`src/rtl/alu_pkg.sv`:
```
// Shared opcode encodings and default widths for the switch-driven ALU.
// Optional SLL opcode is decoded only when ALU_SLL_EN is defined.
package alu_pkg;

  localparam int unsigned DEF_SWITCHES = 6;
  localparam int unsigned DEF_LEDS     = 6;
  localparam int unsigned DEF_BOTONES  = 4;
  localparam int unsigned OP_W         = 6;

  // Enable strobe bit positions on the button bus
  localparam int unsigned EN_A  = 0;
  localparam int unsigned EN_OP = 1;
  localparam int unsigned EN_B  = 2;

  typedef enum logic [OP_W-1:0] {
    OP_SLL = 6'b000000,
    OP_SRL = 6'b000010,
    OP_SRA = 6'b000011,
    OP_ADD = 6'b100000,
    OP_SUB = 6'b100010,
    OP_AND = 6'b100100,
    OP_OR  = 6'b100101,
    OP_XOR = 6'b100110,
    OP_NOR = 6'b100111
  } op_e;

endpackage

```
`src/rtl/alu_core.sv`:
```
// Combinational ALU datapath: result = f(op, a, b), zero for unknown opcodes.
// ALU_SLL_EN adds opcode 000000 as a logical left shift.
module alu_core
  import alu_pkg::*;
#(
  parameter int unsigned W = DEF_SWITCHES
) (
  input  logic [W-1:0] a,
  input  logic [W-1:0] b,
  input  logic [W-1:0] op,
  output logic [W-1:0] result
);

  // Shift amounts >= W fall out naturally: SV shifts fill with sign/zero bits.
  always_comb begin
    result = '0;
    case (op)
      W'(OP_ADD): result = W'(a + b);
      W'(OP_SUB): result = W'(a - b);
      W'(OP_AND): result = a & b;
      W'(OP_OR):  result = a | b;
      W'(OP_XOR): result = a ^ b;
      W'(OP_NOR): result = ~(a | b);
      W'(OP_SRA): result = W'($signed(a) >>> b);
      W'(OP_SRL): result = W'(a >> b);
`ifdef ALU_SLL_EN
      W'(OP_SLL): result = W'(a << b);
`endif
      default:    result = '0;
    endcase
  end

endmodule

```
`src/rtl/alu.sv`:
```
// Switch-loaded ALU: A, OP and B are captured from a shared switch bus by
// level-sensitive enables; the result is registered onto the LEDs.
module alu
  import alu_pkg::*;
#(
  parameter int unsigned CANT_SWITCHES = DEF_SWITCHES,
  parameter int unsigned CANT_LEDS     = DEF_LEDS,
  parameter int unsigned CANT_BOTONES  = DEF_BOTONES
) (
  input  logic                     i_clock,
  input  logic                     i_reset,
  input  logic [CANT_SWITCHES-1:0] i_switch,
  input  logic [CANT_BOTONES-1:0]  i_enable,
  output logic [CANT_LEDS-1:0]     o_leds
);

  logic [CANT_SWITCHES-1:0] a;
  logic [CANT_SWITCHES-1:0] b;
  logic [CANT_SWITCHES-1:0] op;
  logic [CANT_SWITCHES-1:0] result;

  // Buttons from bit 3 upward carry no function
  logic unused_enable;
  assign unused_enable = ^i_enable[CANT_BOTONES-1:3];

  // Operand/opcode registers; each enable loads independently from i_switch
  always_ff @(posedge i_clock or negedge i_reset) begin
    if (!i_reset) begin
      a  <= '0;
      op <= '0;
      b  <= '0;
    end else begin
      if (i_enable[EN_A])  a  <= i_switch;
      if (i_enable[EN_OP]) op <= i_switch;
      if (i_enable[EN_B])  b  <= i_switch;
    end
  end

  alu_core #(
    .W (CANT_SWITCHES)
  ) u_core (
    .a      (a),
    .b      (b),
    .op     (op),
    .result (result)
  );

  // Result register: one cycle behind the operand registers
  always_ff @(posedge i_clock or negedge i_reset) begin
    if (!i_reset) o_leds <= '0;
    else          o_leds <= CANT_LEDS'(result);
  end

endmodule

```
`config.mk`:
```
export PLATFORM = sky130hd
export DESIGN_NAME = alu
export DESIGN_NICKNAME = d
export VERILOG_FILES = /design/src/rtl/alu_pkg.sv /design/src/rtl/alu_core.sv /design/src/rtl/alu.sv
export SDC_FILE = /design/constraint.sdc
export NUM_CORES = 1
export LEC_CHECK = 0
export ABC_AREA = 0
export BUFFER_PORTS_ARGS = -buffer_cell sky130_fd_sc_hd__buf_2
export CELL_PAD_IN_SITES_DETAIL_PLACEMENT = 2
export CELL_PAD_IN_SITES_GLOBAL_PLACEMENT = 2
export CORE_MARGIN = 1.5
export CORE_UTILIZATION = 38
export CTS_BUF_LIST = sky130_fd_sc_hd__clkbuf_4 sky130_fd_sc_hd__clkbuf_8
export CTS_CLUSTER_SIZE = 30
export DETAILED_ROUTE_END_ITERATION = 10
export PLACE_DENSITY = 0.85
export SLEW_MARGIN = 20
export SYNTH_ARGS = -nofsm -noshare
export SYNTH_HDL_FRONTEND = slang
export SYNTH_SLANG_ARGS = --single-unit
export TNS_END_PERCENT = 30
```
`constraint.sdc`:
```
create_clock -name i_clock -period 3.3 [get_ports i_clock]
set_input_delay 0.66 -clock i_clock [delete_from_list [all_inputs] [get_ports i_clock]]
set_output_delay 0.66 -clock i_clock [all_outputs]
set_load 0.01 [all_outputs]
```
==> impl_metrics.py <==
metrics = {
    "setup_path": {
        "rr_endpoint": "o_leds[3]",
        "crit_path_end_kind": "register",
        "cp-start-kind": "register",
        "crit_start": "op[2]",
        "crit_buf_inv": 1,
        "cp.required_ps": 3530,
        "critPathMaxStageDelay_ps": 600,
        "crit_slowest_cell": "or4b_1",
        "cp_cell_sequence": "or4b_1 -> nor2_1 -> mux2_2 -> inv_1 -> ha_1 -> nor2b_1 -> o31a_1 -> a2111oi_0 -> a311o_1",
        "critical_path.top_delay_family": "simple AND/OR/NAND/NOR gates",
        "cp-endpoint": "o_leds[3]",
        "reg2reg_depth": 9,
        "crit_fanout": 6,
        "path_class": "reg2reg",
        "r2r_setup_slack_ps": 260,
        "rr_startpoint": "op[2]",
        "cp.depth": 9,
        "crit_arrival_ps": 3270,
    },
    "outcome": {
        "status": "completed",
    },
    "final_layout": {
        "fin_cells": 294,
        "postLayoutCoreUtil_pct": 44.5,
        "nets": 259,
        "final_cell_area_um2": 2130,
        "drive_above_1_share_pct": 17.6,
        "antenna_cells": 0,
        "area_growth_pct": 12.1,
    },
    "yosys": {
        "synth_warnings": 0,
        "synth_edf_count": 0,
        "ys_ff_latch": 24,
        "synth_top_flop_cell": "dfrtp_1",
        "yosysSeqAreaShare_pct": 31.6,
        "syn_inst": 213,
        "syn_nets": 244,
        "synthArstFlopShare_pct": 100,
        "syn-mean-instance-area_um2": 8.92,
        "syn-cell-area_um2": 1900,
        "yosysUniqueCellTypes": 50,
    },
    "pwr": {
        "p_per_area_nw_per_um2": 448,
        "leakage_uw": 0.000951,
        "ir_worst_vdd_uv": 188,
    },
    "place": {
        "port-buffer-count": 16,
        "dpl.cell_count": 290,
        "hpwlAfterDp_um": 4400,
        "gp_congestion": 0.853,
        "placed_area_um2": 2060,
    },
    "detailed_routing": {
        "drt-pass1-iter-count": 4,
        "drtAntennaViolNets": 0,
        "drt-total-wl_um": 6110,
        "routed_via_density": 5.93,
        "drc_errors": 0,
        "drt_iter0_markers": 98,
        "routedWlPerCell_um": 20.8,
        "vias": 1742,
    },
    "clocking": {
        "cts_setup_buffers": 0,
        "clk_pin_slew_ps": 90,
        "cts_max_level": 1,
        "clockRootBuffer": "clkbuf_8",
        "clk_latency_ps": 280,
        "clock-sinks": 24,
        "clk_path_buf_depth": 2,
        "ctsResizeCount": 0,
        "cts_tree": "built",
        "hold_buffers": 0,
        "cts_buffers": 3,
    },
    "floorplanning": {
        "fp.coreArea_um2": 4790,
        "die_x_um": 73.7,
        "rows": 25,
        "fp.dieH_um": 73.7,
        "fp.dieArea_um2": 5430,
        "ioPinCount": 18,
        "start_util_pct": 39.7,
    },
    "grt": {
        "grt_first_pass_wirelength_um": 10300,
        "grt_pass1_vias": 1915,
        "global_route.usage.total_pct": 25.7,
        "antenna_found_initial": 0,
        "grt_remaining_overflow": 0,
        "grt_max_degree": 25,
    },
    "timing": {
        "min_period_over_period_pct": 92.3,
        "setup_tns_ps": 0,
        "setup_viol": 0,
        "rsz0062_at_grt": "no",
        "clock.fmax_mhz": 328,
        "hold_violations": 0,
        "slew_headroom_pct": 54.8,
        "finClkSkew_ps": 4.16,
        "fin_crit_ps": 3040,
        "slew_viol_final": 0,
        "worst_pin_slew_ps": 671,
    },
    "hold_path": {
        "hold_class": "in2async",
    },
    "job": {
        "maxCapViolations": 0,
    },
}
[cell usage after synthesis, types with 2 or more instances]
cell type	number	share of area [%]
dfrtp_1	24	32
nand2_1	19	3.8
ha_1	18	12
o21ai_0	16	4.2
inv_1	15	3.0
nor2_1	15	3.0
a21oi_1	12	3.2
xnor2_1	11	5.1
clkbuf_1	7	1.4
mux2_2	7	4.1
a31oi_1	5	1.6
o211ai_1	5	2.0
a211oi_1	4	1.6
buf_2	4	1.1
nand3_1	4	1.1
mux2i_1	3	1.6
nor2b_1	3	0.99
o22ai_1	3	0.99
a2111oi_0	2	0.92
a21o_1	2	0.79
mux4_2	2	2.4
nor3_1	2	0.53
nor4_1	2	0.66
xor2_1	2	0.92
[through the flow]
| stage | setup slack [ps] | power (µW) | hold WS [ps] |
|---|---|---|---|
| finish | 256 | 955 | 358 |
| global route | 90.5 | 1010 | 403 |
| CTS | 238 | 965 | 381 |
| detailed placement | 258 | 685 | 555 |
| global placement | 326 | 662 | 539 |
| floorplan | 510 | 579 | 364 |
[worst register-to-register path, cell delays in order, from the launching register on]
cell	delay [ps]
dfrtp_1	440
or4b_1	600
nor2_1	260
mux2_2	400
inv_1	60
ha_1	210
nor2b_1	150
o31a_1	260
a2111oi_0	420
a311o_1	180
[routing by layer]
metal	vias to the layer above	share of wire, %	track usage [%]	wire [µm]
li1	795	-	-	-
met1	878	45	32.9	2730
met2	56	48	42.5	2960
met3	13	4.5	3.29	272
met4	0	2.3	12.3	140
met5	-	0	0	0
[how the worst min path moves through the flow]
stage	start	to	slack, ps	depth (start not counted)
floorplan	i_reset	a[0]	360	0
global placement	op[3]	op[3]	540	1
detailed placement	op[3]	op[3]	560	1
CTS	i_reset	o_leds[3]	380	1
global route	i_reset	o_leds[1]	400	1
finish	i_reset	o_leds[3]	360	1
[cell families (layout without fill, tap and decap cells)]
group / after synthesis / in the layout / share of synthesized area, %
mux: 12 / 12 / 8.10
fa+ha+maj: 19 / 19 / 12.9
simple gates: 52 / 52 / 12.7
flops: 24 / 24 / 31.6
compound gates: 65 / 65 / 22.9
buf+inv: 28 / 42 / 5.79
xor+xnor: 13 / 13 / 5.99
[registers in the layout, indices dropped and copies added, names as in the netlist]
signal	cells
b	6
op	6
o_leds	6
a	6
[cell usage in the layout, fill, tap and decap left out, types with 3 or more instances in the layout]
master     n
a211oi_1   4
nor2b_1    3
buf_2     16
buf_4      6
a31oi_1    5
a21oi_1   12
mux2_2     7
nor2_1    15
dfrtp_1   24
inv_1     15
o211ai_1   5
o22ai_1    3
nand2_1   19
nand3_1    4
ha_1      18
clkbuf_8   3
mux2i_1    3
xnor2_1   11
o21ai_0   16
[where the power goes]
part | switching, µW | internal, µW | leakage (µW)
Sequential | 34.8 | 320 | 0.000298
Clock | 109 | 163 | 0.0000357
Combinational | 189 | 139 | 0.000617
Total | 333 | 622 | 0.000951
[area by class of cell]
cell class              count  area [µm²]
fillers                   546        2660
multi-input cells         161        1190
flip-flops and latches     24         601
repair buffers             22         125
well taps                  67        83.8
inverters                  16        60.1
clock buffers               3        41.3
clock inverters             1        30.0
Note: power is estimated with default switching activity, not from simulation.
